===== src/rtl/tl_pkg.sv =====
// Shared light codes, phase encoding and default widths for the intersection scheduler.
package tl_pkg;

  localparam int TW_DEF = 11;
  localparam int CW_DEF = 9;

  localparam logic [1:0] LIGHT_RED = 2'b00;
  localparam logic [1:0] LIGHT_YEL = 2'b01;
  localparam logic [1:0] LIGHT_GRN = 2'b11;

  typedef enum logic [3:0] {
    INIT,
    A_GRN,
    A_YEL,
    CLR_A,
    B_GRN,
    B_YEL,
    CLR_B,
    WALK,
    CLR_W
  } phase_t;

endpackage


===== src/rtl/phase_timer.sv =====
// Phase down-counter: loads max(len,1)-1 on i_load, counts to zero and holds there.
// o_done is combinational from the count, so it reads 1 on the last cycle of a phase.
module phase_timer #(
  parameter int TW = 11
) (
  input  logic          i_clock,
  input  logic          i_reset,
  input  logic          i_load,
  input  logic [TW-1:0] i_len,
  output logic          o_done
);

  localparam logic [TW-1:0] ONE = {{(TW-1){1'b0}}, 1'b1};

  logic [TW-1:0] r_count;

  always_ff @(posedge i_clock) begin
    if (i_reset) begin
      r_count <= '0;
    end else if (i_load) begin
      r_count <= (i_len == '0) ? '0 : i_len - ONE;
    end else if (r_count != '0) begin
      r_count <= r_count - ONE;
    end
  end

  assign o_done = (r_count == '0);

endmodule


===== src/rtl/intersection_scheduler.sv =====
// Two-approach intersection phase sequencer with on-demand side street and walk phase.
// Outputs are registered from the next-state decode, so they line up with the current phase.
import tl_pkg::*;

module intersection_scheduler #(
  parameter int TW = TW_DEF,
  parameter int CW = CW_DEF
) (
  input  logic          i_clock,
  input  logic          i_reset,
  input  logic [TW-1:0] i_a_green_len,
  input  logic [TW-1:0] i_a_yel_len,
  input  logic [TW-1:0] i_b_green_len,
  input  logic [TW-1:0] i_b_yel_len,
  input  logic [TW-1:0] i_clear_len,
  input  logic [TW-1:0] i_walk_len,
  input  logic          i_b_demand,
  input  logic          i_walk_button,
  output logic [1:0]    o_light_a,
  output logic [1:0]    o_light_b,
  output logic          o_walk_light,
  output logic          o_walk_pending,
  output logic          o_phase_start,
  output logic [CW-1:0] o_cycle_count
);

  localparam logic [CW-1:0] CC_ONE = {{(CW-1){1'b0}}, 1'b1};

  phase_t        r_state;
  phase_t        w_next;
  logic          w_done;
  logic [TW-1:0] w_len;
  logic [1:0]    w_light_a;
  logic [1:0]    w_light_b;
  logic          w_b_seen_nxt;
  logic          w_wp_nxt;
  logic          r_b_seen;
  logic          r_walk_pending;
  logic [1:0]    r_light_a;
  logic [1:0]    r_light_b;
  logic          r_walk_light;
  logic          r_phase_start;
  logic [CW-1:0] r_cycle_count;

  phase_timer #(.TW(TW)) u_timer (
    .i_clock (i_clock),
    .i_reset (i_reset),
    .i_load  (w_done),
    .i_len   (w_len),
    .o_done  (w_done)
  );

  always_comb begin
    w_next = r_state;
    if (w_done) begin
      case (r_state)
        INIT:    w_next = A_GRN;
        A_GRN:   w_next = A_YEL;
        A_YEL:   w_next = CLR_A;
        CLR_A:   w_next = r_walk_pending ? WALK : (r_b_seen ? B_GRN : A_GRN);
        B_GRN:   w_next = B_YEL;
        B_YEL:   w_next = CLR_B;
        CLR_B:   w_next = r_walk_pending ? WALK : A_GRN;
        WALK:    w_next = CLR_W;
        CLR_W:   w_next = A_GRN;
        default: w_next = INIT;
      endcase
    end
  end

  // Length and light decode follow the phase being entered, so the timer and
  // output registers pick up the new phase on the same edge as the state.
  always_comb begin
    w_len     = '0;
    w_light_a = LIGHT_RED;
    w_light_b = LIGHT_RED;
    case (w_next)
      A_GRN:               begin w_len = i_a_green_len; w_light_a = LIGHT_GRN; end
      A_YEL:               begin w_len = i_a_yel_len;   w_light_a = LIGHT_YEL; end
      B_GRN:               begin w_len = i_b_green_len; w_light_b = LIGHT_GRN; end
      B_YEL:               begin w_len = i_b_yel_len;   w_light_b = LIGHT_YEL; end
      CLR_A, CLR_B, CLR_W: w_len = i_clear_len;
      WALK:                w_len = i_walk_len;
      default:             w_len = '0;
    endcase
  end

  always_comb begin
    w_b_seen_nxt = r_b_seen | (i_b_demand && (r_state != B_GRN) && (r_state != B_YEL));
    if (w_done && (w_next == B_GRN)) w_b_seen_nxt = 1'b0;
    w_wp_nxt = r_walk_pending | (i_walk_button && (r_state != WALK));
    if (w_done && (w_next == WALK)) w_wp_nxt = 1'b0;
  end

  always_ff @(posedge i_clock) begin
    if (i_reset) begin
      r_state        <= INIT;
      r_b_seen       <= 1'b0;
      r_walk_pending <= 1'b0;
      r_light_a      <= LIGHT_RED;
      r_light_b      <= LIGHT_RED;
      r_walk_light   <= 1'b0;
      r_phase_start  <= 1'b0;
      r_cycle_count  <= '0;
    end else begin
      r_state        <= w_next;
      r_b_seen       <= w_b_seen_nxt;
      r_walk_pending <= w_wp_nxt;
      r_light_a      <= w_light_a;
      r_light_b      <= w_light_b;
      r_walk_light   <= (w_next == WALK);
      r_phase_start  <= w_done;
      if (w_done && (w_next == A_GRN)) r_cycle_count <= r_cycle_count + CC_ONE;
    end
  end

  assign o_light_a      = r_light_a;
  assign o_light_b      = r_light_b;
  assign o_walk_light   = r_walk_light;
  assign o_walk_pending = r_walk_pending;
  assign o_phase_start  = r_phase_start;
  assign o_cycle_count  = r_cycle_count;

endmodule


===== config.mk =====
export PLATFORM = sky130hd
export DESIGN_NAME = intersection_scheduler
export DESIGN_NICKNAME = d
export VERILOG_FILES = /design/src/rtl/tl_pkg.sv /design/src/rtl/phase_timer.sv /design/src/rtl/intersection_scheduler.sv
export SDC_FILE = /design/constraint.sdc
export NUM_CORES = 1
export LEC_CHECK = 0
export BUFFER_PORTS_ARGS = -buffer_cell sky130_fd_sc_hd__buf_2
export CAP_MARGIN = 30
export CORE_MARGIN = 10
export CORE_UTILIZATION = 54
export CTS_BUF_LIST = sky130_fd_sc_hd__clkbuf_16
export DETAILED_ROUTE_END_ITERATION = 16
export PLACE_DENSITY = 0.9
export SLEW_MARGIN = 0
export SYNTH_ARGS = -nofsm -noshare
export SYNTH_HDL_FRONTEND = slang
export SYNTH_SLANG_ARGS = --single-unit

===== constraint.sdc =====
create_clock -name i_clock -period 13.3 [get_ports i_clock]
set_input_delay 0 -clock i_clock [delete_from_list [all_inputs] [get_ports i_clock]]
set_output_delay 0 -clock i_clock [all_outputs]
set_load 0.01 [all_outputs]

After elaboration in Yosys (flattened, before gate mapping)
Cells that the tools add are included.
{ "word_totals": {"register_bits": 32, "input_bits": 70, "output_inout_bits": 16, "wordCells": 59} }
{ "classes": {"add_sub_neg": 3, "n_eq_ne": 19, "n_mux": 11, "bitwise_logic": 2, "n_reduce_logical": 15} }
{ "ops": {"columns": ["cell", "n"], "rows": [
  ["11-bit one-hot mux with 6 select lines", 1],
  ["11-bit 2-to-1 mux", 3],
  ["4-bit by 3-bit equality test with 1-bit output, second input constant", 8],
  ["4-bit one-hot mux with 8 select lines", 1],
  ["11-bit zero test", 2],
  ["11-bit by 1-bit subtractor with 11-bit output, second input constant", 2],
  ["4-bit by 2-bit equality test with 1-bit output, second input constant", 4],
  ["4-bit by 3-bit inequality test with 1-bit output, second input constant", 3],
  ["11-bit nonzero test", 1],
  ["9-bit by 1-bit adder with 9-bit output, second input constant", 1],
  ["3-bit 2-to-1 mux", 3],
  ["4-bit by 1-bit equality test with 1-bit output, second input constant", 2],
  ["4-bit equality test, second input constant", 2],
  ["2-bit one-hot mux with 2 select lines", 2],
  ["1-bit logical AND", 6],
  ["2-bit OR reduction", 3],
  ["4-bit zero test", 1],
  ["4-bit 2-to-1 mux", 1],
  ["3-bit OR reduction", 1],
  ["1-bit OR", 2],
  ["2-bit nonzero test", 1]
]} }

Depth between registers and ports, before layout
{ "logic_depth": {"depth_word": 10, "depth_mapped": 18} }

Cells and area by module
From an unflattened synthesis, not the netlist that was laid out.
{ "unflattened": {"hier_cells": 292, "hier_area_um2": 2556.2} }
{ "by_module_without_submodules": {"columns": ["mod", "instances", "cells_each", "area_each_um2"], "rows": [
  ["intersection_scheduler", 1, 189, 1676.6],
  ["phase_timer", 1, 103, 879.6]
]} }

Least setup slack after synthesis
OpenSTA, ideal clock, no wires.
{ "synth_timing": {"kind": "register to register", "startpoint": "reg u_timer.r_count[0]", "endpoint": "reg u_timer.r_count[0]", "setup_ns": 0.128, "t_arrival_ns": 4.322, "required_ns": 13.172, "slack_ns": 8.850, "path_stages_with_launch": 19, "cell_sequence": "dfxtp_1 -> inv_1 -> ha_1 -> or4b_1 -> buf_2 -> nor3_4 -> mux2i_1 -> clkbuf_1 -> nor3_1 -> a32o_1 -> a211oi_1 -> a21boi_0 -> ha_1 -> a21boi_0 -> nand4_1 -> or3_1 -> buf_2 -> a31oi_1 -> nor2_1"} }
{ "synth_via": {"elab_chain_cells": 8, "word_cells_on_any_way": 20, "cone_classes": "add/sub (2); eq/ne (8); mux (5); reduce/logical (5)"} }
{ "synth_rtl": {"columns": ["item", "line", "source"], "rows": [
  ["start, declared", "phase_timer.sv:15", "logic [TW-1:0] r_count;"],
  ["start signal, assigned", "phase_timer.sv:21", "r_count <= (i_len == '0) ? '0 : i_len - ONE;"],
  ["start signal, assigned", "phase_timer.sv:23", "r_count <= r_count - ONE;"],
  ["11-bit zero test", "phase_timer.sv:27", "assign o_done = (r_count == '0);"],
  ["4-bit 2-to-1 mux", "intersection_scheduler.sv:55", "if (w_done) begin"],
  ["4-bit by 2-bit equality test with 1-bit output, or another cell as far along", "intersection_scheduler.sv:77", "case (w_next)"],
  ["3-bit OR reduction", "intersection_scheduler.sv:77", null],
  ["11-bit one-hot mux with 6 select lines", "intersection_scheduler.sv:77", null],
  ["11-bit by 1-bit subtractor with 11-bit output or 11-bit zero test (tied branches)", "phase_timer.sv:21", null],
  ["11-bit 2-to-1 mux", "phase_timer.sv:21", null],
  ["11-bit 2-to-1 mux", "phase_timer.sv:20", "end else if (i_load) begin"]
]} }
Several ways; a longest one is shown, not always the timed one. The select of a mux whose other input is x is not followed.
A chain may end at the register's enable or synchronous reset.

Worst setup path after layout
Same ends and word-level chain as after synthesis.

==> results.ini <==
[grt]
grt_use_total_pct=19.6
first_global_vias=2662
grt_max_degree=33
grt_pass1_wl_um=12000
antenna_found_initial=0
grt-ovfl-total=0

[cts]
cts_hold_buf=0
max-clock-path-buffers=2
clk_pin_slew_ns=0.05
cts_resized=0
cts.root.buffer_cell=clkbuf_16
cts_tree=built
postCtsSetupRepairBufs=0
insertion_delay_ns=0.27
cts_made_buffers=5
cts.sinks=32
htree_num_levels=2

[drt]
ant_nets=0
wirelength_um=7270
via_per_inst=6.16
drc=0
num_vias=2544
drt_first_pass_iters=4
drt_iter0_markers=228
wl_per_cell_um=17.6

[setup_path]
cp.required_ns=13.44
cp-end-kind=flip-flop
reg2reg_to=u_timer.r_count[0]
critPathMaxFanout=15
cp.arrival_ns=4.92
timing.rr.start=u_timer.r_count[0]
ff2ff_setup_slack_ns=8.52
worstSetupPathType=reg -> reg
cp-start-kind=flip-flop
r2r_cells=16

[yosys]
yosysUniqueCellTypes=55
ys_async_sr_fraction_pct=0
syn_inst=285
synth.net_count=358
avgSynthCellArea_um2=8.14
dominantRegCellSynth=dfxtp_1
synth-edff-count=0
syn_area_um2=2320
ys_warn_count=0
synth.yosys.seq_area_share_pct=27.6
ys_seq_elements=32

[final_layout]
post_route_cells_drive_above_1_share_pct=30.6
syn_to_final_growth_pct=25.4
final_net_count=435
fillers=328
instances_no_fill=413
n_antenna_cell=0

[timing]
finalHoldViolations=0
worst_pin_slew_ns=0.730
post-route-period-util_pct=35.9
slew_headroom_pct=51.4
finClkSkew_ns=0.00574
fin_crit_ns=4.78
setup_viol=0
tns_ns=0
maxSlewViolCount=0
fmax_ghz=0.209
rsz0062_at_grt=false

[floorplanning]
core.rowCount=23
io_pins=86
fp.coreArea_um2=4090
die_area_um2=7320
dieWidth_um=85.5
die_y_um=85.5
initial_core_util_pct=56.8

[hold_path]
holdPathStages=4
min_from=i_walk_button
min_to=o_walk_pending
hp-class=in -> reg

[placement]
io_buffers=85
place_congestion=0.910
dp_cells=405
dp_hpwl_um=5600

[flow_run]
cap_viol_max_count=0

[power_and_ir_drop]
leakage_uw=0.00125
p_per_area_nw_per_um2=227
ir_worst_vdd_uv=138

[outcome]
outcome=finished clean

[critical path: stages, from the launching register on]
cell and delay, ns:
dfxtp_1 0.32, inv_1 0.06, ha_1 0.20, or4b_1 0.57
nor3_4 0.62, mux2i_1 0.25, buf_4 0.23, nor2_1 0.15
a32o_1 0.28, a211oi_1 0.29, a21boi_0 0.23, ha_1 0.21
a21boi_0 0.26, nand4_1 0.20, or3_1 0.47, a31oi_1 0.22
nor2_1 0.05
[state kept, by name, summed over array words and instances, names as in the netlist]
register         cells
o_light_a            2
o_cycle_count        9
r_b_seen             1
o_light_b            2
u_timer.r_count     11
o_walk_light         1
o_phase_start        1
r_state              4
o_walk_pending       1
[cells in the final DEF, fill, tap and decap left out, drive strengths merged, types with 3 or more instances in the layout]
master   netlist  routed
buf            5      88
dfxtp         32      32
nor2          28      28
nand3         19      19
a21oi         19      19
nand2         17      17
nor3          16      16
nand4         11      11
xor2          11      11
xnor2         10      10
a22o           8       8
inv            6       7
o21ai          6       6
mux2i          6       6
mux2           6       6
or3            5       5
and2           5       5
a32o           5       5
a221oi         5       5
o32ai          5       5
clkbuf        13       5
nor4           3       3
nand4b         3       3
a211oi         3       3
a21boi         3       3
and3           3       3
ha             3       3
a2111oi        3       3
[synthesized netlist by cell type (all sizes together) (5+ instances only)]
library cell / instances / area share, %
nor2: 28 / 4.5
nand3: 19 / 4.1
xnor2: 10 / 3.8
inv: 6 / 0.97
and2: 5 / 1.3
clkbuf: 13 / 2.1
nand2: 17 / 3.6
o32ai: 5 / 1.9
xor2: 11 / 4.2
o21ai: 6 / 1.3
nor3: 16 / 3.9
a221oi: 5 / 1.9
or3: 5 / 1.3
buf: 5 / 1.6
a22o: 8 / 3.0
dfxtp: 32 / 28
mux2i: 6 / 2.6
a32o: 5 / 2.2
mux2: 6 / 3.1
a21oi: 19 / 4.1
nand4: 11 / 3.0
[worst max path at each step]
stage | start | slack (ns) | depth (start not counted) | endpoint
final | u_timer.r_count[0] | 8.52 | 16 | u_timer.r_count[0]
after global routing | u_timer.r_count[0] | 8.09 | 15 | u_timer.r_count[2]
after CTS | u_timer.r_count[0] | 8.55 | 16 | u_timer.r_count[0]
after detailed placement | u_timer.r_count[0] | 8.59 | 14 | u_timer.r_count[0]
after global placement | u_timer.r_count[0] | 8.75 | 14 | u_timer.r_count[0]
after floorplan | u_timer.r_count[0] | 8.85 | 18 | u_timer.r_count[0]
[logic make-up (layout without fill, tap and decap cells)]
| family | after synthesis | in the layout | share of synthesized area, % |
|---|---|---|---|
| and+or+nand+nor | 123 | 123 | 28.7 |
| DFF | 32 | 32 | 27.6 |
| muxes | 12 | 12 | 5.66 |
| adders and majority gates | 3 | 3 | 1.62 |
| AOI/OAI and AO/OA | 70 | 70 | 23.8 |
| xor gates and xnor gates | 21 | 21 | 7.93 |
| buffers and inverters | 24 | 102 | 4.64 |
[cell type report]
| class | instances | area (um^2) | share of cell area [%] |
|---|---|---|---|
| inverter | 6 | 22.5 | 0.774 |
| timing repair buffer | 88 | 448 | 15.4 |
| clock buffer | 5 | 125 | 4.30 |
| multi-input combinational | 229 | 1570 | 54.0 |
| sequential | 32 | 641 | 22.0 |
| tap | 50 | 62.6 | 2.15 |
| clock inverter | 3 | 38.8 | 1.33 |
[report_power, final]
part           leakage, uW  internal [uW]  total [uW]  switching (uW)
Combinational     0.000904            161         401             240
Sequential        0.000261            114         133            18.9
Clock            0.0000850           87.1         126            38.7
[per-stage QoR]
stage / utilization (%) / power (uW) / hold WS [ns] / instance area (um^2) / setup slack [ns]
after global placement: 67.2 / 518 / 0.388 / 2750 / 8.75
after global routing: 71.2 / 718 / 0.150 / 2910 / 8.09
after CTS: 71.2 / 657 / 0.116 / 2910 / 8.55
after detailed placement: 67.2 / 527 / 0.395 / 2750 / 8.59
final: 71.2 / 660 / 0.119 / 2910 / 8.52
after floorplan: - / 452 / 0.0942 / 2320 / 8.85
[metal layers]
metal  GRT usage [%]  wire, um
met1            20.9      2830
met4            9.88       159
met5               0         0
met3            7.10       755
met2            33.4      3520
Note: power is estimated with default switching activity, not from simulation.
